`src/rtl/challenge_gen.sv`:
```
// Reaction/guessing game challenge generator: issues LFSR-derived 4-bit challenges,
// judges player guesses or timer expiry, and tracks rounds per game.
module challenge_gen #(
   parameter int         ROUND_TIMEOUT = 20,
   parameter int         NUM_ROUNDS    = 10,
   parameter logic [3:0] LFSR_SEED     = 4'b1001
) (
   input  logic       clk,
   input  logic       reset,
   input  logic       start,
   input  logic       submit,
   input  logic [3:0] user_input,
   output logic [3:0] random_number,
   output logic       challenge_valid,
   output logic       hit,
   output logic       miss,
   output logic       timeout,
   output logic [3:0] round_cnt,
   output logic       game_over
);

   typedef enum logic [1:0] {IDLE, ISSUE, WAIT, DONE} state_t;

   localparam logic [3:0] ROUNDS_C     = 4'(NUM_ROUNDS);
   localparam logic [7:0] TIMER_LAST_C = 8'(ROUND_TIMEOUT - 1);

   state_t     state_r, state_s;
   logic [3:0] lfsr_r, lfsr_s;
   logic [7:0] timer_r, timer_s;
   logic [3:0] random_number_s, round_cnt_s;
   logic       challenge_valid_s, hit_s, miss_s, timeout_s, game_over_s;
   logic       resolve_s, last_round_s;

   function automatic logic [3:0] lfsr_next(input logic [3:0] cur);
      return {cur[2:0], cur[3] ^ cur[2]};
   endfunction

   // Next-state and registered-output values; a resolution is shared by submit and expiry.
   always_comb begin
      state_s           = state_r;
      lfsr_s            = lfsr_r;
      timer_s           = timer_r;
      random_number_s   = random_number;
      challenge_valid_s = challenge_valid;
      hit_s             = 1'b0;
      miss_s            = 1'b0;
      timeout_s         = 1'b0;
      round_cnt_s       = round_cnt;
      game_over_s       = game_over;
      resolve_s         = 1'b0;
      last_round_s      = ((round_cnt + 4'd1) == ROUNDS_C);

      case (state_r)
         IDLE: begin
            if (start) begin
               state_s = ISSUE;
            end else begin
               state_s = IDLE;
            end
         end
         ISSUE: begin
            random_number_s   = lfsr_r;
            lfsr_s            = lfsr_next(lfsr_r);
            timer_s           = 8'd0;
            challenge_valid_s = 1'b1;
            state_s           = WAIT;
         end
         WAIT: begin
            // A submit on the expiry cycle is judged by compare, never as a timeout.
            if (submit) begin
               resolve_s = 1'b1;
               hit_s     = (user_input == random_number);
               miss_s    = (user_input != random_number);
            end else if (timer_r == TIMER_LAST_C) begin
               resolve_s = 1'b1;
               miss_s    = 1'b1;
               timeout_s = 1'b1;
            end else begin
               timer_s = timer_r + 8'd1;
            end
         end
         DONE: begin
            if (start) begin
               round_cnt_s = 4'd0;
               game_over_s = 1'b0;
               state_s     = ISSUE;
            end else begin
               state_s = DONE;
            end
         end
         default: begin
            state_s = IDLE;
         end
      endcase

      if (resolve_s) begin
         challenge_valid_s = 1'b0;
         round_cnt_s       = round_cnt + 4'd1;
         if (last_round_s) begin
            state_s     = DONE;
            game_over_s = 1'b1;
         end else begin
            state_s = ISSUE;
         end
      end else begin
         resolve_s = 1'b0;
      end
   end

   // State and output registers with asynchronous active-low reset.
   always_ff @(posedge clk or negedge reset) begin
      if (!reset) begin
         state_r         <= IDLE;
         lfsr_r          <= LFSR_SEED;
         timer_r         <= 8'd0;
         random_number   <= 4'd0;
         challenge_valid <= 1'b0;
         hit             <= 1'b0;
         miss            <= 1'b0;
         timeout         <= 1'b0;
         round_cnt       <= 4'd0;
         game_over       <= 1'b0;
      end else begin
         state_r         <= state_s;
         lfsr_r          <= lfsr_s;
         timer_r         <= timer_s;
         random_number   <= random_number_s;
         challenge_valid <= challenge_valid_s;
         hit             <= hit_s;
         miss            <= miss_s;
         timeout         <= timeout_s;
         round_cnt       <= round_cnt_s;
         game_over       <= game_over_s;
      end
   end

endmodule

```
`config.mk`:
```
export PLATFORM = sky130hd
export DESIGN_NAME = challenge_gen
export DESIGN_NICKNAME = d
export VERILOG_FILES = /design/src/rtl/challenge_gen.sv
export SDC_FILE = /design/constraint.sdc
export NUM_CORES = 1
export LEC_CHECK = 0
export ABC_AREA = 1
export BUFFER_PORTS_ARGS = -buffer_cell sky130_fd_sc_hd__buf_4
export CELL_PAD_IN_SITES_DETAIL_PLACEMENT = 0
export CELL_PAD_IN_SITES_GLOBAL_PLACEMENT = 1
export CORE_ASPECT_RATIO = 1.25
export CORE_UTILIZATION = 35
export DETAILED_ROUTE_END_ITERATION = 8
export PLACE_DENSITY = 0.65
export SLEW_MARGIN = 20
export SYNTH_ARGS = -nofsm -noshare
export SYNTH_HDL_FRONTEND = slang
export SYNTH_SLANG_ARGS = --single-unit
export TNS_END_PERCENT = 10
```
`constraint.sdc`:
```
create_clock -name clk -period 3.1 [get_ports clk]
set_input_delay 0.155 -clock clk [delete_from_list [all_inputs] [get_ports clk]]
set_output_delay 0.155 -clock clk [all_outputs]
set_load 0.01 [all_outputs]
```
==> summary.md, run 1 <==
| Metric | Value |
|---|---|
| Status | completed |
| Post-Place Setup Slack | 1.643 ns |
| Data required, critical path | 3.25 ns |
| Final Worst Setup Slack | 1.634 ns |
| Die Ht | 72.46 um |
| RSZ-0062 raised after global routing | no |
| Placed cell area | 0.001585 mm2 |
| Worst Reg-to-Reg Cells | 8 |
| Synth cell types | 26 |
| Peak VDD IR | 269.9 uV |
| First-pass GRT wire length | 5244 um |
| WS Path Type | register to register |
| Seq/Total Area, Yosys | 0.4518 |
| Worst Max-Slew Pin Slew | 0.3310 ns |
| Num Clock Sinks | 25 |
| Vias in the first global route | 1217 |
| Cell Pwr Density | 604.3 mW/mm2 |
| Worst Hold Depth | 2 |
| CTS max path bufs | 2 |
| Power Total | 0.9920 mW |
| FMAX | 682.3 MHz |
| DR vias | 1168 |
| Hold crit path type | input pin to register |
| Clock network latency to the later pin of the worst-skew pair | 0.27 ns |
| FILL cells | 379 |
| Synth area leader | dfrtp_1 |
| CP Capture Type | register |
| Start point of the worst min-delay path | submit |
| Final hold viol count | 0 |
| Core box area | 0.003785 mm2 |
| GR Util All Layers | 0.1613 |
| DRT antenna net count | 0 |
| Clk slew on worst S/H paths | 0.09 ns |
| Non-filler cells in the finished layout | 251 |
| Die area | 0.004229 mm2 |
| Hold slack | 0.1346 ns |
| Share of cells above drive strength 1 | 0.2183 |
| Post-CTS sizing | 0 |
| DRT Pass-1 Iters | 4 |
| Largest net degree at the start of global routing | 26 |
| CTS tree | done |
| Clk_skew | 0.007804 ns |
| Fin nets | 209 |
| Final setup violation count | 0 |
| Static Leak | 0.8474 nW |
| Setup tns final | 0 ns |
| Initial Util | 0.3673 |
| R2R Path End | timer_r[3] |
| Worst EP arrival | 1.62 ns |
| Vias per cell | 4.653 |
| Synth Register Bits | 25 |
| Final Max Slew Viols | 0 |
| # rows | 25 |
| Tcrit/Tclk final | 0.4728 |
| CP startpoint kind | register |
| Max_cap viols | 0 |
| Starting DRT DRC Count | 44 |
| Final period demand of the worst path | 1.466 ns |
| Layout area overhead | 18.09% |
| Core Util, Final | 0.4337 |
| Post-Syn Instances | 175 |
| Mean post-synth cell area | 7.943 um2 |
| Post-synth net total | 186 |
| Routed len/inst | 11.83 um |
| Synth Cell Area | 0.001390 mm2 |
| Root Buffer | clkbuf_8 |
| R2R Setup Slk | 1.63 ns |
| CTS Buf Count | 3 |
| PortBufs | 20 |
| Launch point of the worst reg-to-reg path | timer_r[0] |
| DRC viols | 0 |
| H-tree Lvls | 1 |
| Die width | 58.37 um |
| Final instance area | 0.001642 mm2 |
| Max_slew headroom | 0.7793 |
| Cells after DPL | 246 |
| Ys Warns | 0 |
| Final GP Congestion | 0.8357 |
| GR Overflow Total | 0 |
| DP HPWL | 2294 um |
| Final WL | 2969 um |
| Diodes inserted | 0 |
| Initial antenna violation count | 0 |
| Top Ports | 21 |
| Top cells by area, synth | dfrtp_1, nand2_1, nand3_1 |
| Worst Hold End | timeout |
| Share of Yosys cell area claimed by the top area cell type | 0.4140 |
| Crit Path Max Fanout | 9 |
[power breakdown]
part	switching [mW]	internal (mW)
clock	0.103	0.0898
combinational	0.238	0.128
sequential	0.0585	0.375
total	0.399	0.593
[placed cells by master, fill, tap and decap left out, drive strengths merged]
cell type,n
a21oi,3
and3,1
buf,20
clkbuf,3
clkinv,2
dfrtp,23
dfstp,2
dlygate4sd3,1
ha,3
inv,20
nand2,61
nand3,18
nand4,2
nor2,21
nor3,1
o21ai,9
o21bai,1
or2,1
xnor2,3
xor2,2
[cells in the mapped netlist]
| library cell | count |
|---|---|
| nand2_1 | 53 |
| dfrtp_1 | 23 |
| nand3_1 | 18 |
| inv_1 | 17 |
| nor2_1 | 17 |
| o21ai_0 | 5 |
| nand2_4 | 4 |
| o21ai_1 | 4 |
| a21oi_1 | 3 |
| buf_4 | 3 |
| ha_1 | 3 |
| inv_2 | 3 |
| nand2_2 | 3 |
| xnor2_1 | 3 |
| dfstp_2 | 2 |
| nand4_1 | 2 |
| nor2_2 | 2 |
| xor2_1 | 2 |
| and3_1 | 1 |
| clkinv_2 | 1 |
| nand2_8 | 1 |
| nor2_4 | 1 |
| nor2_8 | 1 |
| nor3_1 | 1 |
| o21bai_1 | 1 |
| or2_2 | 1 |
[state kept, by name, indices dropped and copies added (netlist names)]
| register | count |
|---|---|
| state_r | 2 |
| random_number | 4 |
| round_cnt | 4 |
| miss | 1 |
| game_over | 1 |
| lfsr_r | 2 |
| timeout | 1 |
| timer_r | 8 |
| challenge_valid | 1 |
| hit | 1 |
[layout make-up]
type	count	area [um2]	share of cell area
clock buffers	3	41.29	0.02515
clock inverters	1	5.005	0.003049
inverters	21	80.08	0.04878
multi-input cells	126	659.4	0.4017
flip-flops and latches	25	628.1	0.3826
well taps	54	67.56	0.04116
repair buffers	21	160.2	0.09756
[cells by family after synthesis]
logic type | Yosys count | synth area share
simple gates | 105 | 0.3672
flops | 25 | 0.4518
buf+inv | 24 | 0.07380
compound gates | 13 | 0.04860
xor+xnor | 5 | 0.03151
fa+ha+maj | 3 | 0.02701
[critical path: stages, from the launching register on]
cell and delay [ns]:
dfrtp_1 0.40, ha_1 0.26, nand2_1 0.09, nor2_2 0.16, nand2_4 0.09, nand2_4 0.13, nand2_8 0.09, nand2_2 0.06
o21ai_1 0.06
[layer usage]
layer  vias up  part of all wire  wire length (um)  global-route usage
met5         -                 0                 0                   0
met1       564              0.43              1279              0.1863
li1        589                 -                 -                   -
met2        13              0.54              1608              0.2925
met3         2             0.019                56             0.01604
met4         0            0.0081                24             0.07937
[how the worst max path moves through the flow]
| stage | from | endpoint | slack (ns) | cells after the start |
|---|---|---|---|---|
| 6_report | timer_r[0] | timer_r[3] | 1.63 | 8 |
| 5_1_grt | timer_r[0] | state_r[1] | 1.49 | 9 |
| 4_1_cts | timer_r[0] | state_r[1] | 1.62 | 9 |
| 3_5_place_dp | timer_r[0] | state_r[1] | 1.64 | 9 |
| 3_3_place_gp | timer_r[0] | game_over | 1.66 | 9 |
| 2_1_floorplan | timer_r[0] | state_r[1] | 1.80 | 9 |
[what timing repair did]
action,CTS,global route
buffers inserted,0,0
hold buffers,1,0
hold endpoints to repair,23,0
(Power assumes the default switching activity.)
==> run 2: changes to the inputs <==
Settings changed: ABC_AREA 1 to 0, PLACE_DENSITY 0.65 to 0.64.
Clock period 3.1 ns to 1.5 ns, I/O delays scaled along.
==> run 2 against run 1 <==
Register-to-register slack lost 1.6 ns. Final area is 0.91% higher. Critical path depth decreased by 3. Die area down 12%.
==> summary.md, run 2 <==
| Metric | Value |
|---|---|
| Status | completed |
| Power Total | 2.291 mW |
| Biggest regs | timer_r x8, random_number x4, round_cnt x4 |
| Max reg flops | 8 |
| GR Util All Layers | 0.1579 |
| Vias per cell | 4.889 |
| Cell Pwr Density | 1383 mW/mm2 |
| RSZ-0062 raised after global routing | yes |
| Final period demand of the worst path | 1.453 ns |
| Root Buffer | clkbuf_8 |
| Footprint of the multi-input gates | 615.6 um2 |
| R2R Setup Slk | 0.05 ns |
| Launch point of the worst reg-to-reg path | timer_r[0] |
| Clk slew on worst S/H paths | 0.09 ns |
| CP Capture Type | register |
| Max_cap viols | 0 |
| Max Used Layer | met4 |
| Tcrit/Tclk final | 0.9689 |
| PortBufs | 20 |
| CP top delay family | flip-flops |
| CP startpoint kind | register |
| WS Path Type | register to register |
| Largest net degree at the start of global routing | 26 |
| Primary FF master, synth | dfrtp_1 |
| First-pass GRT wire length | 4133 um |
| Worst Reg-to-Reg Cells | 5 |
| Die width | 54.81 um |
| Top cells by area, synth | dfrtp_1, nand2_1, xor2_1 |
| Worst path slowest cell | dfrtp_1 |
| XOR/XNOR Fraction of Synth Area | 0.07897 |
| Num Clock Sinks | 25 |
| Mean post-synth cell area | 10.08 um2 |
| Cell chain of the critical path | ha_2, nor3b_4, a21oi_4, buf_4, o311ai_1 |
| Die Ht | 68.01 um |
| Synth Cell Area | 0.001220 mm2 |
| Largest family of logic cells by synthesized area | simple AND/OR/NAND/NOR gates |
| Start point of the worst min-delay path | start |
| Max_slew headroom | 0.7243 |
| DR vias | 973 |
| Non-filler cells in the finished layout | 199 |
| Clock network latency to the later pin of the worst-skew pair | 0.26 ns |
| Worst Hold End | state_r[0] |
| Ys Warns | 0 |
| Post-Syn Instances | 121 |
| Final Max Slew Viols | 0 |
| Commonest non-fill, non-tap cell in the layout | buf_4 |
| DRT antenna net count | 0 |
| Ys async rst share | 1.000 |
| Fin nets | 174 |
| Routed len/inst | 13.11 um |
| Most flops, register | timer_r |
| Final setup violation count | 0 |
| Met3 routed WL | 77 um |
| Hold crit path type | input pin to register |
| Post-synth top cells | nand2_1, dfrtp_1, nor2_1 |
| Synth area leader | dfrtp_1 |
| Initial antenna violation count | 0 |
| Storage cell area | 628.1 um2 |
| Worst path max stage delay | 0.37 ns |
| Top Ports | 21 |
| Crit Path Max Fanout | 3 |
| FILL cells | 317 |
| Vias in the first global route | 951 |
| Cells after DPL | 193 |
| Post-synth net total | 132 |
| Starting DRT DRC Count | 9 |
| DRT Pass-1 Iters | 4 |
| GR Overflow Total | 0 |
| Synth cell types | 34 |
| Share of Yosys cell area claimed by the top area cell type | 0.4718 |
| Static Leak | 0.8208 nW |
| Share of cells above drive strength 1 | 0.3642 |
| Die area | 0.003727 mm2 |
| FMAX | 688.0 MHz |
| Most common cell in the netlist | nand2_1 |
| Worst Hold Depth | 2 |
| Mux cell area share after synthesis | 0.04205 |
| Compound-Gate Fraction of Synth Area | 0.06974 |
| Final WL | 2608 um |
| Final hold viol count | 0 |
| Crit path buffers/inverters | 1 |
| Diodes inserted | 0 |
| Commonest non-fill, non-tap cells in the layout | buf_4, nand2_1, dfrtp_1, nor2_1, xor2_1 |
| Core box area | 0.003252 mm2 |
| Clk_skew | 0.004735 ns |
| R2R Path End | round_cnt[0] |
| CTS max path bufs | 2 |
| Worst EP arrival | 1.62 ns |
| Synth Register Bits | 25 |
| DP HPWL | 1943 um |
| Layout area overhead | 35.79% |
| Seq/Total Area, Yosys | 0.5149 |
| Final Worst Setup Slack | 0.04659 ns |
| Peak VDD IR | 968.0 uV |
| Post-synth EDFFs | 0 |
| Area share of fa/ha/maj cells after synthesis | 0.03077 |
| H-tree Lvls | 1 |
| Met2 Wirelength | 1267 um |
| Worst Max-Slew Pin Slew | 0.4135 ns |
| Metal-1 WL | 1236 um |
| DRC viols | 0 |
| Data required, critical path | 1.67 ns |
| Initial Util | 0.3751 |
| Final GP Congestion | 0.7170 |
| CTS Buf Count | 3 |
| Post-Place Setup Slack | -0.1904 ns |
| Post-Synth Simple-Gate Area | 0.2390 |
| CTS tree | done |
| # rows | 23 |
## run 2: logic make-up (layout without fill, tap and decap cells)
group	count (synthesis)	after routing
fa+ha+maj	3	3
xor+xnor	11	11
flops	25	25
simple gates	59	59
buf+inv	6	47
compound gates	12	12
mux	5	5
## run 2: worst max-delay path by stage
stage | from | end | slack, ns | depth (start not counted)
finish | timer_r[0] | round_cnt[0] | 0.05 | 5
global route | timer_r[0] | round_cnt[2] | -0.06 | 5
CTS | timer_r[0] | state_r[1] | -0.06 | 5
detailed placement | timer_r[0] | round_cnt[1] | -0.19 | 5
global placement | timer_r[0] | round_cnt[3] | -0.11 | 5
floorplan | timer_r[0] | round_cnt[2] | -0.02 | 5
## run 2: repair_timing
action / in CTS / in global routing
pin swaps: 1 / 5
hold buffers: 1 / 0
gates resized for setup: 2 / 9
buffers inserted: 0 / 1
setup endpoints to repair: 12 / 9
hold endpoints to repair: 25 / 0
## run 2: layer usage
metal / track usage / vias to the layer above
li1: - / 487
met1: 0.1948 / 464
met2: 0.2636 / 20
met3: 0.02667 / 2
met4: 0.06731 / 0
met5: 0 / -
## run 2: final cells by class
cell class | instances | area share
Sequential cell | 25 | 0.3792
Tap cell | 37 | 0.02795
Timing Repair Buffer | 41 | 0.1896
Multi-Input combinational cell | 90 | 0.3716
Clock buffer | 4 | 0.02719
Inverter | 2 | 0.004532
## run 2: stage by stage
stage	hold WS, ns	cell area, um2	util	setup TNS (ns)
5_1_grt	0.05711	1657	0.5094	-0.1981
6_report	0.05062	1657	0.5094	0
4_1_cts	0.04018	1605	0.4937	-0.1185
3_5_place_dp	-0.0004660	1540	0.4736	-1.224
3_3_place_gp	-0.004977	1540	0.4736	-0.6336
2_1_floorplan	-0.2206	1224	-	-0.02174
## run 2: report_power, final
group | leakage [nW] | total [mW] | internal (mW) | switching (mW)
clock network | 0.0228 | 0.393 | 0.190 | 0.203
logic | 0.469 | 0.974 | 0.488 | 0.486
registers | 0.329 | 0.924 | 0.801 | 0.123
==> run 3: changes to the inputs <==
Settings changed: PLACE_DENSITY 0.64 to unset, PLACE_DENSITY_LB_ADDON set to 0.1.
==> run 3 against run 2 <==
Worst hold slack got worse by 0.0070 ns. Power rose by 0.77%. First-iteration DRC count unchanged. Die area unchanged. Critical endpoint is now timer_r[0]. Highest routed layer unchanged.
==> summary.md, run 3 (synthesis gave the netlist of run 2 again) <==
| Metric | Value |
|---|---|
| Final GP Congestion | 0.6808 |
| Switch Pwr | 0.8244 mW |
| Layout area overhead | 34.36% |
| DRC viols | 0 |
| Footprint of the multi-input gates | 600.6 um2 |
| Internal cell power | 1.484 mW |
| CTS Buf Count | 3 |
| Initial antenna violation count | 0 |
| Clock network latency to the later pin of the worst-skew pair | 0.27 ns |
| DRT antenna net count | 0 |
| Static Leak | 0.8248 nW |
| Die width | 54.81 um |
| CP Capture Type | register |
| Met2 Usage GRT | 0.2937 |
| Worst Max-Slew Pin Slew | 0.3933 ns |
| Busiest grt layer | met2 |
| Final hold viol count | 0 |
| Hold crit path type | input pin to register |
| FMAX | 676.0 MHz |
| Storage cell area | 628.1 um2 |
| Core box area | 0.003252 mm2 |
| Share of cells above drive strength 1 | 0.3519 |
| Final instance area | 0.001639 mm2 |
| CTS max path bufs | 2 |
| # rows | 23 |
| Worst path max stage delay | 0.37 ns |
| CP startpoint kind | register |
| Commonest non-fill, non-tap cells in the layout | buf_4, nand2_1, dfrtp_1, nor2_1, xor2_1 |
| Worst path slowest cell | dfrtp_1 |
| Peak VDD IR | 895.5 uV |
| Tcrit/Tclk final | 0.9862 |
| Vias per cell | 4.899 |
| First-pass GRT wire length | 4498 um |
| Final setup violation count | 0 |
| Final period demand of the worst path | 1.479 ns |
| Crit Path Max Fanout | 4 |
| DR vias | 975 |
| Starting DRT DRC Count | 9 |
| Core Util, Final | 0.5040 |
| Largest net degree at the start of global routing | 26 |
| Placed cell area | 0.001533 mm2 |
| Die area | 0.003727 mm2 |
| Final Worst Setup Slack | 0.02075 ns |
| Max reg flops | 8 |
| Data required, critical path | 1.66 ns |
| Max_cap viols | 0 |
| Fin nets | 174 |
| CTS tree | done |
| Diodes inserted | 0 |
| Root Buffer | clkbuf_8 |
| PortBufs | 20 |
| Initial Util | 0.3751 |
| Switching Fraction | 0.3571 |
| GR Overflow Total | 0 |
| Most flops, register | timer_r |
| Post-Place Setup Slack | -0.2269 ns |
| Status | completed |
| Num Clock Sinks | 25 |
| Die Ht | 68.01 um |
| Final Max Slew Viols | 0 |
| RSZ-0062 raised after global routing | yes |
| Hold slack | 0.04367 ns |
| DP HPWL | 1944 um |
| GR Layer Usage met3 | 0.02667 |
| Max_slew headroom | 0.7378 |
| DRT Pass-1 Iters | 4 |
| Routed len/inst | 12.96 um |
| H-tree Lvls | 1 |
| Vias in the first global route | 1034 |
| GR Util All Layers | 0.1673 |
| Gate power share | 0.427 |
| Biggest regs | timer_r x8, random_number x4, round_cnt x4 |
| WS Path Type | register to register |
| Met1 usage | 0.1970 |
| Top Ports | 21 |
| FILL cells | 320 |
| Clk slew on worst S/H paths | 0.09 ns |
| Setup tns final | 0 ns |
| Worst EP arrival | 1.64 ns |
| Commonest non-fill, non-tap cell in the layout | buf_4 |
| Clk_skew | 0.003405 ns |
| Cell Pwr Density | 1408 mW/mm2 |
| Clock network fraction of total power | 0.175 |
| Final WL | 2580 um |
| Sequential power share | 0.398 |
| Cell chain of the critical path | ha_2, nor3b_4, a21boi_2, buf_4, mux2_4 |
## run 3: cell types whose count changed in the layout (fill, tap and decap cells not counted), sizes merged
cell,change
clkbuf,-1
clkinv,+1
## run 3: power groups by stage
stage | clock (mW) | combinational (mW) | sequential (mW)
after floorplan | 0 | 0.426 | 0.981
after global placement | 0 | 0.909 | 0.927
after detailed placement | 0 | 0.938 | 0.933
after CTS | 0.419 | 0.955 | 0.922
after global routing | 0.446 | 1.10 | 0.943
final | 0.404 | 0.985 | 0.919
## run 3: stage by stage
stage,instances,power (mW)
2_1_floorplan,121,1.407
3_5_place_dp,192,1.871
5_1_grt,199,2.486
4_1_cts,197,2.297
6_report,199,2.309
3_3_place_gp,192,1.837
## run 3: layout make-up
type | count | share of cell area
clock inverter | 1 | 0.003053
clock buffer | 3 | 0.02519
inverter | 2 | 0.004580
tap | 37 | 0.02824
sequential | 25 | 0.3832
multi-input combinational | 90 | 0.3664
timing repair buffer | 41 | 0.1893
## run 3: worst paths after layout
check / from / endpoint / slack, ns / depth (start not counted)
hold / removal: start / state_r[0] / 0.04 / 2
min in group asynchronous: reset / timer_r[4] / 0.24 / 2
hold reg to reg: lfsr_r[0] / lfsr_r[0] / 0.47 / 2
max in group asynchronous: reset / lfsr_r[3] / 0.96 / 2
setup reg to reg: timer_r[1] / timer_r[0] / 0.02 / 5
setup / recovery: timer_r[1] / timer_r[0] / 0.02 / 5
## run 3: worst max-delay path: cells and delay by family, from the launching register on
kind / cells / cell delay, ns
flip-flops: 1 / 0.37
AND/OR/NAND/NOR: 1 / 0.28
multiplexers: 1 / 0.26
adder cells (fa/ha/maj): 1 / 0.18
buffers and inverters: 1 / 0.16
AO/OA/AOI/OAI: 1 / 0.13
## run 3: per-layer routing
layer  wire, um  vias up
met3         77        2
met5          0        -
met2       1350       14
li1           -      487
met4         18        0
met1       1133      472
## run 3: what timing repair did
item,4_1_cts,5_1_grt
resized for setup,3,4
setup buffers,0,2
endpoints found under the setup margin,9,8
hold buffers,1,0
hold endpoints to repair,25,0
pin swaps,0,5
